==> src/rtl/ub_csel_sub_seq_if.sv <==
// Handshake bus for the sequential carry-select subtractor: operand side and result side.
interface ub_csel_sub_seq_if #(
    parameter int unsigned WIDTH = 8
);
    logic             in_valid;
    logic             in_ready;
    logic [WIDTH-1:0] x;
    logic [WIDTH-1:0] y;
    logic             out_valid;
    logic             out_ready;
    logic [WIDTH-1:0] diff;
    logic             borrow;

    modport master (
        output in_valid, x, y, out_ready,
        input  in_ready, out_valid, diff, borrow
    );

    modport slave (
        input  in_valid, x, y, out_ready,
        output in_ready, out_valid, diff, borrow
    );
endinterface

==> src/rtl/ub_csel_sub_seq.sv <==
// Multi-cycle unsigned subtractor D = X + ~Y + 1, one carry-select block per clock.
// Optional macro UBCSE_SUB_SAT_EN: clamp diff to 0 when the result borrows.
module ub_csel_sub_seq #(
    parameter int unsigned      WIDTH        = 8,
    parameter logic [WIDTH-1:0] BLK_END_MASK = WIDTH'(8'hCB)
) (
    input  logic               clk,
    input  logic               rst,
    ub_csel_sub_seq_if.slave   bus
);
    localparam int unsigned PTR_W = (WIDTH > 1) ? $clog2(WIDTH) : 1;

    typedef enum logic [1:0] {IDLE, BUSY, DONE} state_t;

    state_t           state_q, state_nxt;
    logic [WIDTH-1:0] a_q, a_nxt;
    logic [WIDTH-1:0] b_q, b_nxt;
    logic             carry_q, carry_nxt;
    logic [PTR_W-1:0] ptr_q, ptr_nxt;
    logic [WIDTH-1:0] diff_q, diff_nxt;
    logic             borrow_q, borrow_nxt;
    logic             out_valid_q, out_valid_nxt;

    logic [WIDTH-1:0] blk_mask, sum0, sum1, blk_sum;
    logic             found, c0, c1, blk_cout;
    int unsigned      blk_end;

    always_ff @(posedge clk or posedge rst) begin
        if (rst) begin
            state_q     <= IDLE;
            a_q         <= '0;
            b_q         <= '0;
            carry_q     <= 1'b0;
            ptr_q       <= '0;
            diff_q      <= '0;
            borrow_q    <= 1'b0;
            out_valid_q <= 1'b0;
        end else begin
            state_q     <= state_nxt;
            a_q         <= a_nxt;
            b_q         <= b_nxt;
            carry_q     <= carry_nxt;
            ptr_q       <= ptr_nxt;
            diff_q      <= diff_nxt;
            borrow_q    <= borrow_nxt;
            out_valid_q <= out_valid_nxt;
        end
    end

    // Current block [ptr .. blk_end]: both carry-in ripple chains, then select.
    always_comb begin
        blk_end  = WIDTH - 1;
        found    = 1'b0;
        blk_mask = '0;
        sum0     = '0;
        sum1     = '0;
        c0       = 1'b0;
        c1       = 1'b1;
        for (int unsigned i = 0; i < WIDTH; i++) begin
            if (!found && i >= 32'(ptr_q) && BLK_END_MASK[i]) begin
                blk_end = i;
                found   = 1'b1;
            end
        end
        for (int unsigned i = 0; i < WIDTH; i++) begin
            if (i >= 32'(ptr_q) && i <= blk_end) begin
                blk_mask[i] = 1'b1;
                sum0[i]     = a_q[i] ^ b_q[i] ^ c0;
                sum1[i]     = a_q[i] ^ b_q[i] ^ c1;
                c0          = (a_q[i] & b_q[i]) | (c0 & (a_q[i] ^ b_q[i]));
                c1          = (a_q[i] & b_q[i]) | (c1 & (a_q[i] ^ b_q[i]));
            end
        end
        blk_sum  = carry_q ? sum1 : sum0;
        blk_cout = carry_q ? c1 : c0;
    end

    always_comb begin
        state_nxt     = state_q;
        a_nxt         = a_q;
        b_nxt         = b_q;
        carry_nxt     = carry_q;
        ptr_nxt       = ptr_q;
        diff_nxt      = diff_q;
        borrow_nxt    = borrow_q;
        out_valid_nxt = out_valid_q;
        case (state_q)
            IDLE: begin
                if (bus.in_valid) begin
                    a_nxt     = bus.x;
                    b_nxt     = ~bus.y;
                    carry_nxt = 1'b1;
                    ptr_nxt   = '0;
                    state_nxt = BUSY;
                end
            end
            BUSY: begin
                diff_nxt  = (diff_q & ~blk_mask) | (blk_sum & blk_mask);
                carry_nxt = blk_cout;
                ptr_nxt   = PTR_W'(blk_end + 1);
                if (blk_end == WIDTH - 1) begin
                    borrow_nxt    = ~blk_cout;
                    out_valid_nxt = 1'b1;
                    state_nxt     = DONE;
`ifdef UBCSE_SUB_SAT_EN
                    if (!blk_cout) diff_nxt = '0;
`endif
                end
            end
            DONE: begin
                if (bus.out_ready) begin
                    out_valid_nxt = 1'b0;
                    state_nxt     = IDLE;
                end
            end
            default: state_nxt = IDLE;
        endcase
    end

    // in_ready is a direct decode of the state flop, forced low while reset is held.
    assign bus.in_ready  = (state_q == IDLE) && !rst;
    assign bus.out_valid = out_valid_q;
    assign bus.diff      = diff_q;
    assign bus.borrow    = borrow_q;

endmodule

==> src/flat_wrapper.sv <==
// flat-port wrapper written by rule: the top's interface ports become plain ports
module ub_csel_sub_seq_flat 
#(
    parameter int unsigned      WIDTH        = 8,
    parameter logic [WIDTH-1:0] BLK_END_MASK = WIDTH'(8'hCB)
)
  (clk, rst, bus_in_valid, bus_x, bus_y, bus_out_ready, bus_in_ready, bus_out_valid, bus_diff, bus_borrow);
  ub_csel_sub_seq_if #(.WIDTH(WIDTH)) bus_i ();
  input  logic clk;
  input  logic rst;
  input wire logic [$bits(bus_i.in_valid)-1:0] bus_in_valid;
  input wire logic [$bits(bus_i.x)-1:0] bus_x;
  input wire logic [$bits(bus_i.y)-1:0] bus_y;
  input wire logic [$bits(bus_i.out_ready)-1:0] bus_out_ready;
  output wire logic [$bits(bus_i.in_ready)-1:0] bus_in_ready;
  output wire logic [$bits(bus_i.out_valid)-1:0] bus_out_valid;
  output wire logic [$bits(bus_i.diff)-1:0] bus_diff;
  output wire logic [$bits(bus_i.borrow)-1:0] bus_borrow;
  assign bus_i.in_valid = bus_in_valid;
  assign bus_i.x = bus_x;
  assign bus_i.y = bus_y;
  assign bus_i.out_ready = bus_out_ready;
  assign bus_in_ready = bus_i.in_ready;
  assign bus_out_valid = bus_i.out_valid;
  assign bus_diff = bus_i.diff;
  assign bus_borrow = bus_i.borrow;
  ub_csel_sub_seq #(.WIDTH(WIDTH), .BLK_END_MASK(BLK_END_MASK)) u_core (.clk(clk), .rst(rst), .bus(bus_i));
endmodule
==> config.mk <==
export PLATFORM = sky130hd
export DESIGN_NAME = ub_csel_sub_seq_flat
export DESIGN_NICKNAME = d
export VERILOG_FILES = /design/src/rtl/ub_csel_sub_seq_if.sv /design/src/rtl/ub_csel_sub_seq.sv /design/src/flat_wrapper.sv
export SDC_FILE = /design/constraint.sdc
export NUM_CORES = 1
export LEC_CHECK = 0
export CAP_MARGIN = 10
export CORE_AREA = 2 2 62 64
export DETAILED_ROUTE_END_ITERATION = 12
export DIE_AREA = 0 0 64 66
export HOLD_SLACK_MARGIN = 0.02
export PLACE_DENSITY = 0.75
export SYNTH_ARGS = -nofsm -noshare
export SYNTH_HDL_FRONTEND = slang
export SYNTH_SLANG_ARGS = --single-unit
export TNS_END_PERCENT = 50
==> constraint.sdc <==
create_clock -name clk -period 2.5 [get_ports clk]
set_input_delay 0.75 -clock clk [delete_from_list [all_inputs] [get_ports clk]]
set_output_delay 0.75 -clock clk [all_outputs]
set_load 0.03 [all_outputs]
==> qor.log <==
[placement] dpl hpwl 2846 um
[global_route] number of global-route vias before repair 1,384
[power_and_ir_drop] switching power 1.384 mW
[route] violation count after the first detailed-route iteration 90
[power_and_ir_drop] relative contribution of combinational cells to total power 57.4%
[cts] cts bufs inserted 5
[sta] Final Hold Vio Count 0
[yosys] combinational family with the most area after synthesis simple AND/OR/NAND/NOR gates
[route] Met2 Wirelength 1778 um
[route] routed metal-1 wire length 1810 um
[setup_path] maximum fanout encountered on the critical timing path 2
[yosys] compound-cell area share of the yosys netlist 19.19%
[yosys] Adder-Cell Fraction of Synth Area 6.831%
[route] number of iterations in the first detailed-routing pass 4
[floorplan] horizontal extent of the die 64 um
[sta] total negative slack for setup checks 0 ns
[yosys] instance count of the mapped netlist 199
[job] max-capacitance violation count 0
[route] Routed Antenna Nets 0
[yosys] simple logic cell fraction of the synthesized area 21.79%
[cts] count of clock tree sinks 32
[power_and_ir_drop] PD cells 1368 nW/um2
[setup_path] Crit path required time 1.75 ns
[route] met3 routed wirelength 148 um
[setup_path] Reg2Reg Launch Point u_core.a_q[1]
[yosys] number of distinct library cells after synthesis 45
[final_layout] commonest non-fill, non-tap cell in the layout nand2_1
[min_path] Worst Min Path Start u_core.a_q[4]
[cts] clock input transition at the sequential cells of the worst setup and hold paths 0.09 ns
[min_path] hold crit path type register to register
[route] detailed-route wire length 3807 um
[cts] Setup Buffers After CTS 0
[sta] FMAX 433.3 MHz
[power_and_ir_drop] leakage component of the power 0.9663 nW
[final_layout] Area growth syn-to-layout 21.04%
[sta] transition time at the pin with the least slew margin 0.6250 ns
[power_and_ir_drop] Reg power frac 32.3%
[route] wire length per cell after detailed routing 13.79 um
[yosys] mean post-synth cell area 9.205 um2
[power_and_ir_drop] overall power consumption 3.033 mW
[cts] CTS Hold Buffers Added 0
[floorplan] Core Box Area 3551 um2
[yosys] post-synthesis register bit count 32
[floorplan] area of the die 4224 um2
[global_route] number of antenna violations at the first check in global routing 0
[route] number of remaining DRC errors 0
[global_route] grt ovf 0
[route] topmost layer with routed signal wires met4
[global_route] first-pass GRT wire length 6341 um
[power_and_ir_drop] net switching share of the total power 45.61%
[route] ratio of routed vias to standard cells 5.428
[final_layout] diodes inserted 0
[placement] number of buffers inserted by port buffering 30
[cts] Worst-Skew Late Latency 0.33 ns
[yosys] post-synthesis xor/xnor area fraction 2.391%
[sta] number of endpoints failing setup at the final stage 0
[yosys] number of warnings printed during yosys synthesis 0
[cts] maximum root-to-sink buffer count 2
[floorplan] Die Height 66 um
[global_route] total global routing track utilization 19.90%
[placement] Final Wtd Congestion 0.8043
[cts] CTS-repair resized insts 0
[sta] normalized max-slew margin 58.23%
[power_and_ir_drop] Max IR drop VDD 0.0006113 V
[floorplan] Std-Cell Rows 22
[setup_path] Worst Setup Path Type primary input to output pin
[global_route] pin count of the biggest net entering global routing 33
[setup_path] kind of launch point of the worst setup path primary input
[outcome] run status complete, no violations
[sta] Post-Route Skew 0.01031 ns
[sta] period utilisation layout 92.32%
[yosys] multiplexer share of the synthesized area 1.776%
[floorplan] boundary pin count 31
[sta] Slew Viols, Final 0
[final_layout] commonest non-fill, non-tap cells in the layout nand2_1, dfrtp_1, clkdlybuf4s50_1, o21ai_0, nor2_1
[yosys] syn_nets 229
[final_layout] final net count 257
[power_and_ir_drop] Pint 1.650 mW
[final_layout] share of post-route cells with drive strength above 1 9.649%
[setup_path] CP Capture Type output pin
[yosys] number of enable flip-flop cells after synthesis 0
[yosys] share of flip-flops with an asynchronous set or reset after synthesis 100.0%
[cts] clock root cell clkbuf_4
[power_and_ir_drop] power share of the clock group 10.3%
[sta] post-layout minimum cycle time 2.308 ns
[yosys] part of the Yosys area used for sequential elements 43.72%
[sta] unrepaired setup endpoints after global routing no
[route] vias post-DR 1,498
[yosys] Post-Synthesis Cell Area 1832 um2
[cts] Max H-tree Level 2
[setup_path] endpoint arrival time on the critical path 1.56 ns
[setup_path] CP Launch Point rst
[floorplan] Initial Util 51.59%
[cts] CTS tree built
[yosys] top_reg_cell synth dfrtp_1
## cells by family (layout without fill, tap and decap cells)
kind of cell	Yosys count	in the layout
compound gates	48	48
xor+xnor	5	5
fa+ha+maj	10	10
buf+inv	18	47
flops	32	32
mux	3	3
simple gates	83	83
## stage by stage
stage          hold slack (ns)  setup WS [ns]  util [%]  cells  area (um2)
3_3_place_gp            0.4660         0.2714     60.71    268        2156
6_report                0.4941         0.1921     62.44    276        2217
5_1_grt                 0.5186         0.1877     62.44    276        2217
3_5_place_dp            0.4724         0.1987     60.71    268        2156
4_1_cts                 0.4954         0.1987     62.44    276        2217
2_1_floorplan           0.4497         0.3484         -    199        1832
## power groups by stage
stage                     Combinational, mW  Clock (mW)  Sequential [mW]
after floorplan                        1.24           0             1.04
after global placement                 1.68           0            0.968
after detailed placement               1.73           0            0.987
after CTS                              1.74       0.325            0.976
after global routing                   1.93       0.351             1.02
final                                  1.74       0.313            0.979
## path summary, 6_finish.rpt
check	endpoint	slack [ns]	depth (start not counted)
worst min-delay path	u_core.a_q[4]	0.49	2
worst max register to register	register	0.37	6
min in group asynchronous	u_core.state_q[1]	0.84	3
max in group asynchronous	u_core.a_q[5]	1.36	3
worst max-delay path	bus_in_ready	0.19	3
worst min register to register	u_core.a_q[4]	0.49	2
## per-layer routing
layer  vias up  track usage (%)
li1        754                -
met1       704            26.80
met2        35            30.34
met3         5            4.770
met4         0            8.967
met5         -                0
## critical path: stages
cell	delay, ns
clkdlybuf4s50_1	0.43
nor3_1	0.17
buf_4	0.20
## final cells by class
class / count / area [um2]
tap: 48 / 60.06
timing repair buffer: 33 / 320.3
clock inverter: 2 / 10.01
fill: 315 / 1334
sequential: 32 / 800.8
inverter: 6 / 22.52
multi-input combinational: 149 / 952.2
clock buffer: 6 / 51.30
## synthesized netlist by cell type (3+ instances only)
library cell  count  share of area (%)
xnor2_1           4                1.9
o21ai_0          17                4.6
nand3_1           7                1.9
dfrtp_1          32                 44
nor2_1           11                2.3
nor3_1            5                1.4
clkbuf_1         10                2.0
o31ai_1           3                1.2
nand2b_1          5                1.7
ha_1             10                6.8
a21oi_1           9                2.5
inv_1             6                1.2
nand2_1          40                8.2
Power figures use the tool's default switching activity.
